$ cat src/rtl/tl_arb_pkg.sv
// Shared TileLink channel-A definitions for the A-channel arbiter.
// Holds the opcode values and the per-message beat-count helpers.
package tl_arb_pkg;

    localparam logic [2:0] PutFullData    = 3'd0;
    localparam logic [2:0] PutPartialData = 3'd1;
    localparam logic [2:0] ArithmeticData = 3'd2;
    localparam logic [2:0] LogicalData    = 3'd3;
    localparam logic [2:0] Get            = 3'd4;
    localparam logic [2:0] Hint           = 3'd5;
    localparam logic [2:0] AcquireBlock   = 3'd6;
    localparam logic [2:0] AcquirePerm    = 3'd7;

    function automatic logic has_data(input logic [2:0] opcode);
        return opcode <= LogicalData;
    endfunction

    // Messages no larger than one beat still take one beat.
    function automatic int unsigned num_beats(input logic [2:0] opcode,
                                              input int unsigned size,
                                              input int unsigned beat_bytes);
        int unsigned bytes;
        if (!has_data(opcode)) return 1;
        bytes = 32'd1 << size;
        return (bytes > beat_bytes) ? bytes / beat_bytes : 1;
    endfunction

endpackage

$ cat src/rtl/tl_rr_picker.sv
// Round-robin picker: first asserted valid after ptr_i, searching upward with wrap.
// Returns index 0 and an all-zero one-hot when nothing is valid.
module tl_rr_picker #(
    parameter  int NUM_REQ = 2,
    localparam int IDX_W   = $clog2(NUM_REQ)
) (
    input  logic [NUM_REQ-1:0] valid_i,
    input  logic [IDX_W-1:0]   ptr_i,
    output logic [NUM_REQ-1:0] grant_oh_o,
    output logic [IDX_W-1:0]   grant_idx_o
);

    logic [IDX_W-1:0] cand;

    // Walk from farthest to nearest so the nearest valid candidate wins.
    always_comb begin
        grant_idx_o = '0;
        cand        = '0;
        for (int i = NUM_REQ; i >= 1; i--) begin
            cand = IDX_W'((int'(ptr_i) + i) % NUM_REQ);
            if (valid_i[cand]) grant_idx_o = cand;
        end
        grant_oh_o = '0;
        if (|valid_i) grant_oh_o[grant_idx_o] = 1'b1;
    end

endmodule

$ cat src/rtl/tl_a_arbiter.sv
// Round-robin TileLink channel-A arbiter with grant lock across stalls and bursts.
// Define TL_ARB_CHECK_EN to build the sticky upstream protocol checker (protocol_err).
module tl_a_arbiter
    import tl_arb_pkg::*;
#(
    parameter  int NUM_REQ    = 2,
    parameter  int ADDR_W     = 36,
    parameter  int DATA_W     = 256,
    parameter  int SRC_W      = 7,
    parameter  int SIZE_W     = 3,
    localparam int BEAT_BYTES = DATA_W / 8,
    localparam int IDX_W      = $clog2(NUM_REQ)
) (
    input  logic                         clock,
    input  logic                         reset_n,
    input  logic [NUM_REQ-1:0]           in_valid,
    output logic [NUM_REQ-1:0]           in_ready,
    input  logic [3*NUM_REQ-1:0]         in_opcode,
    input  logic [3*NUM_REQ-1:0]         in_param,
    input  logic [SIZE_W*NUM_REQ-1:0]    in_size,
    input  logic [SRC_W*NUM_REQ-1:0]     in_source,
    input  logic [ADDR_W*NUM_REQ-1:0]    in_address,
    input  logic [BEAT_BYTES*NUM_REQ-1:0] in_mask,
    input  logic [DATA_W*NUM_REQ-1:0]    in_data,
    output logic                         out_valid,
    input  logic                         out_ready,
    output logic [2:0]                   out_opcode,
    output logic [2:0]                   out_param,
    output logic [SIZE_W-1:0]            out_size,
    output logic [SRC_W+IDX_W-1:0]       out_source,
    output logic [ADDR_W-1:0]            out_address,
    output logic [BEAT_BYTES-1:0]        out_mask,
    output logic [DATA_W-1:0]            out_data,
    output logic                         busy,
    output logic                         protocol_err
);

    localparam int MAX_BEATS = int'(num_beats(PutFullData, (1 << SIZE_W) - 1, BEAT_BYTES));
    localparam int CNT_W     = $clog2(MAX_BEATS) + 1;

    logic             locked_q, locked_d;
    logic [IDX_W-1:0] lock_idx_q, lock_idx_d;
    logic [IDX_W-1:0] rr_ptr_q, rr_ptr_d;
    logic [CNT_W-1:0] beats_left_q, beats_left_d;

    logic [NUM_REQ-1:0] pick_oh, grant_oh;
    logic [IDX_W-1:0]   pick_idx, grant_idx;
    logic [CNT_W-1:0]   cur_beats;
    logic               fire;
    int                 gsel;

    tl_rr_picker #(.NUM_REQ(NUM_REQ)) u_picker (
        .valid_i     (in_valid),
        .ptr_i       (rr_ptr_q),
        .grant_oh_o  (pick_oh),
        .grant_idx_o (pick_idx)
    );

    assign grant_idx = locked_q ? lock_idx_q : pick_idx;
    assign grant_oh  = locked_q ? (NUM_REQ'(1) << lock_idx_q) : pick_oh;
    assign gsel      = int'(grant_idx);

    assign out_valid   = locked_q ? in_valid[lock_idx_q] : |in_valid;
    assign in_ready    = out_ready ? grant_oh : '0;
    assign out_opcode  = in_opcode[gsel*3 +: 3];
    assign out_param   = in_param[gsel*3 +: 3];
    assign out_size    = in_size[gsel*SIZE_W +: SIZE_W];
    assign out_source  = {grant_idx, in_source[gsel*SRC_W +: SRC_W]};
    assign out_address = in_address[gsel*ADDR_W +: ADDR_W];
    assign out_mask    = in_mask[gsel*BEAT_BYTES +: BEAT_BYTES];
    assign out_data    = in_data[gsel*DATA_W +: DATA_W];
    assign busy        = locked_q;

    assign fire      = out_valid & out_ready;
    assign cur_beats = CNT_W'(num_beats(out_opcode, 32'(out_size), BEAT_BYTES));

    always_ff @(posedge clock or negedge reset_n) begin
        if (!reset_n) begin
            locked_q     <= 1'b0;
            lock_idx_q   <= '0;
            rr_ptr_q     <= IDX_W'(NUM_REQ - 1);
            beats_left_q <= '0;
        end else begin
            locked_q     <= locked_d;
            lock_idx_q   <= lock_idx_d;
            rr_ptr_q     <= rr_ptr_d;
            beats_left_q <= beats_left_d;
        end
    end

    // A stalled first beat locks with the full count; a fired first beat locks with one fewer.
    always_comb begin
        locked_d     = locked_q;
        lock_idx_d   = lock_idx_q;
        rr_ptr_d     = rr_ptr_q;
        beats_left_d = beats_left_q;
        if (!locked_q) begin
            if (out_valid && !out_ready) begin
                locked_d     = 1'b1;
                lock_idx_d   = grant_idx;
                beats_left_d = cur_beats;
            end else if (fire) begin
                if (cur_beats == CNT_W'(1)) begin
                    rr_ptr_d = grant_idx;
                end else begin
                    locked_d     = 1'b1;
                    lock_idx_d   = grant_idx;
                    beats_left_d = cur_beats - CNT_W'(1);
                end
            end
        end else if (fire) begin
            beats_left_d = beats_left_q - CNT_W'(1);
            if (beats_left_q == CNT_W'(1)) begin
                locked_d = 1'b0;
                rr_ptr_d = lock_idx_q;
            end
        end
    end

`ifdef TL_ARB_CHECK_EN
    logic                   err_q, prev_vld_q, violation;
    logic [2:0]             prev_op_q, prev_param_q, first_op_q;
    logic [SIZE_W-1:0]      prev_size_q, first_size_q;
    logic [SRC_W+IDX_W-1:0] prev_src_q, first_src_q;
    logic [ADDR_W-1:0]      prev_addr_q;

    always_comb begin
        violation = 1'b0;
        if (locked_q) begin
            if (!in_valid[lock_idx_q]) violation = 1'b1;
            if (out_valid && !out_ready && prev_vld_q &&
                ({out_opcode, out_param, out_size, out_source, out_address} !=
                 {prev_op_q, prev_param_q, prev_size_q, prev_src_q, prev_addr_q}))
                violation = 1'b1;
            if (out_valid && ({out_opcode, out_size, out_source} !=
                              {first_op_q, first_size_q, first_src_q}))
                violation = 1'b1;
        end
    end

    // First-beat header is captured on every unlocked cycle; the lock freezes it.
    always_ff @(posedge clock or negedge reset_n) begin
        if (!reset_n) begin
            err_q        <= 1'b0;
            prev_vld_q   <= 1'b0;
            prev_op_q    <= '0;
            prev_param_q <= '0;
            prev_size_q  <= '0;
            prev_src_q   <= '0;
            prev_addr_q  <= '0;
            first_op_q   <= '0;
            first_size_q <= '0;
            first_src_q  <= '0;
        end else begin
            err_q        <= err_q | violation;
            prev_vld_q   <= out_valid;
            prev_op_q    <= out_opcode;
            prev_param_q <= out_param;
            prev_size_q  <= out_size;
            prev_src_q   <= out_source;
            prev_addr_q  <= out_address;
            if (!locked_q) begin
                first_op_q   <= out_opcode;
                first_size_q <= out_size;
                first_src_q  <= out_source;
            end
        end
    end

    assign protocol_err = err_q;
`else
    assign protocol_err = 1'b0;
`endif

endmodule

$ cat config.mk
export PLATFORM = sky130hd
export DESIGN_NAME = tl_a_arbiter
export DESIGN_NICKNAME = d
export VERILOG_FILES = /design/src/rtl/tl_arb_pkg.sv /design/src/rtl/tl_rr_picker.sv /design/src/rtl/tl_a_arbiter.sv
export SDC_FILE = /design/constraint.sdc
export NUM_CORES = 1
export LEC_CHECK = 0
export BUFFER_PORTS_ARGS = -buffer_cell sky130_fd_sc_hd__buf_4
export CORE_AREA = 2 2 405 407
export CTS_CLUSTER_SIZE = 28
export DETAILED_ROUTE_END_ITERATION = 12
export DIE_AREA = 0 0 407 409
export PLACE_DENSITY = 0.3
export SLEW_MARGIN = 40
export SYNTH_ARGS = -nofsm -noshare
export SYNTH_HDL_FRONTEND = slang
export SYNTH_SLANG_ARGS = --single-unit
$ cat constraint.sdc
create_clock -name clock -period 3.82 [get_ports clock]
set_input_delay 0.382 -clock clock [delete_from_list [all_inputs] [get_ports clock]]
set_output_delay 0.382 -clock clock [all_outputs]
set_load 0.05 [all_outputs]
==> metrics <==
status complete, no violations; kind of critical path flip-flop to output port; Placed Area 15,190 um2; largest area contributor in the netlist nand2_1; Port Buffers 1,029; average size of a mapped cell 4.162 um2; first-pass GRT wire length 139.5 mm; synthesis-stage register bit count 6; slew at the pin closest to its max-slew limit 0.6716 ns; Row Count 148; cells after synthesis 1,176; Syn Std Cell Area 4895 um2; FMAX 294.7 MHz; RSZ-0062 raised after global routing no; Req. time, crit path 3.44 ns; asr flop ratio synth 100.0%; filler cell count 19,380; slew margin rel. 55.23%; initial antenna violation count 81; TritonCTS clock tree done; vias per inst 2.681; TritonCTS buffer count 3; clock slew at reported path FFs 0.04 ns; clock tree buffer depth 2; grt ovf 0; Synth top area share 78.60%; final instance area 15,300 um2; Slew Limit Fails 0; DP HPWL 108.8 mm; Min-Delay Path Class input pin to asynchronous set/reset pin; Leakage 0.008432 uW; area grow syn2layout 212.6%; Main synth FF type dfrtp_1; post-layout util 9.443%; Initial Utilization 3.021%; GRT Total Usage 13.20%; worst r2r src busy; period utilisation layout 88.82%; top cells by count, synth 1,025 x nand2_1, 37 x clkbuf_1, 29 x buf_2; Reg2Reg Capture Point beats_left_q[2]; Core ar. 162,000 um2; EDFF count, synth 0; Initial DRT Pass Iterations 5; Max VDD drop 0.0005834 V; max_cap viols 0; CP max FO 109; die height 409 um; reg-to-reg slack, setup 0.87 ns; Worst setup SP type flip-flop; DRC Markers 0; initial drt markers 782; top-count cell post-synth nand2_1; routed vias 11,610; endpoints failing hold 0; final WL 116.8 mm; CP arrival 3.01 ns; PwrDens 1323 nW/um2; clock root cell clkbuf_16; Setup Total Neg Slack 0 ns; share of cells above drive strength 1 49.37%; IO Pins 1,031; CTS Sinks 6; largest net degree at the start of global routing 110; die width 407 um; post-cts gate resize count 0; post-route ant nets 0; Tmin final 3.393 ns; post-synth cell types 38; synth warn 0; DR WL/cell 26.96 um; vias in the first global route 11,680; register area share after synthesis 3.093%; NumNets Final 2,837; cell depth of the worst flop-to-flop path 10; endpoints failing setup 0; Synth Net Count 1,865; GPL Wtd Cong 1.056; die area 166,500 um2; H-tree depth 1; crit end category output port; Worst Clk Skew 0.001912 ns; ranking of synthesized cells by area nand2_1 79%, buf_2 3.0%, clkbuf_1 2.8%; Skew-Pair Late Insertion Delay 0.23 ns
flip-flops by register name, summed over array words and instances (netlist names):
name	cells
rr_ptr_q	1
lock_idx_q	1
beats_left_q	3
busy	1
layout make-up:
type / count / area (um2) / area share, %
Timing Repair Buffer: 1047 / 7963 / 52.04
Multi-Input combinational cell: 1082 / 4318 / 28.22
Tap cell: 2175 / 2721 / 17.79
Sequential cell: 6 / 151.4 / 0.9895
Clock buffer: 4 / 78.83 / 0.5152
Inverter: 8 / 46.29 / 0.3026
Antenna cell: 9 / 22.52 / 0.1472
worst max path at each step:
stage               from  slack [ns]               to  cells after the start
global route        busy        0.21  out_address[21]                      9
finish              busy        0.43     out_param[1]                      8
CTS                 busy        0.27  out_address[21]                      9
detailed placement  busy        0.53  out_address[21]                      9
floorplan           busy        1.31  beats_left_q[2]                     10
global placement    busy        0.45  out_address[21]                      9
per-layer routing:
layer  routed length [um]  part of all wire (%)  GRT usage, %  up-vias
met3                 9882                   8.5         3.924      171
li1                     -                     -             -     5459
met2                61830                    53         25.24      641
met4                 1821                   1.6         1.545       68
met1                42800                    37         14.48     5274
met5                  424                  0.36             0        -
worst max-delay path, stage by stage (launching register included):
cell and delay [ns]:
dfrtp_1 0.53, nor2b_1 0.28, a22oi_2 0.12, buf_4 0.22, inv_16 0.19, buf_12 0.49
nand2_1 0.19, nand2_1 0.24, buf_4 0.25
metrics by stage:
step	std cells	total power (uW)	hold slack [ns]	setup slack, ns
floorplan	1176	11550	0.08641	1.310
global placement	4317	20880	0.1924	0.4518
detailed placement	4317	20710	0.1929	0.5280
CTS	4322	20930	0.5125	0.2717
global route	4326	21170	0.5239	0.2092
finish	4331	20240	0.5043	0.4269
where the power goes:
part           total, uW  switching, uW  internal, uW  leakage (uW)
sequential           151           51.8          98.8     0.0000675
clock                179           40.2           139     0.0000382
combinational      19900          15400          4520       0.00833
total              20200          15500          4760       0.00843
repair_timing:
| item | in CTS | in global routing |
|---|---|---|
| endpoints found under the hold margin | 5 | 0 |
| hold buffers | 1 | 0 |
| buffers inserted | 0 | 0 |
cells by family after synthesis:
family	Yosys count	synth area share [%]
compound gates	25	4.499
xor+xnor	1	0.1790
fa+ha+maj	4	1.023
buf+inv	88	8.691
flops	6	3.093
mux	5	1.099
other cells	1	0.07661
simple gates	1046	81.34
cell usage in the layout (no fill, tap or decap), drive strengths merged, types with 3 or more instances in the layout:
cell type  count
diode          9
a21oi          5
o211ai         4
inv            8
ha             4
nand4b         3
mux2           3
clkbuf         4
and2           6
dfrtp          5
buf         1046
nand2       1025
nor2           5
a211oi         4
a21o           3
No activity file was read; power rests on OpenSTA's default activity.
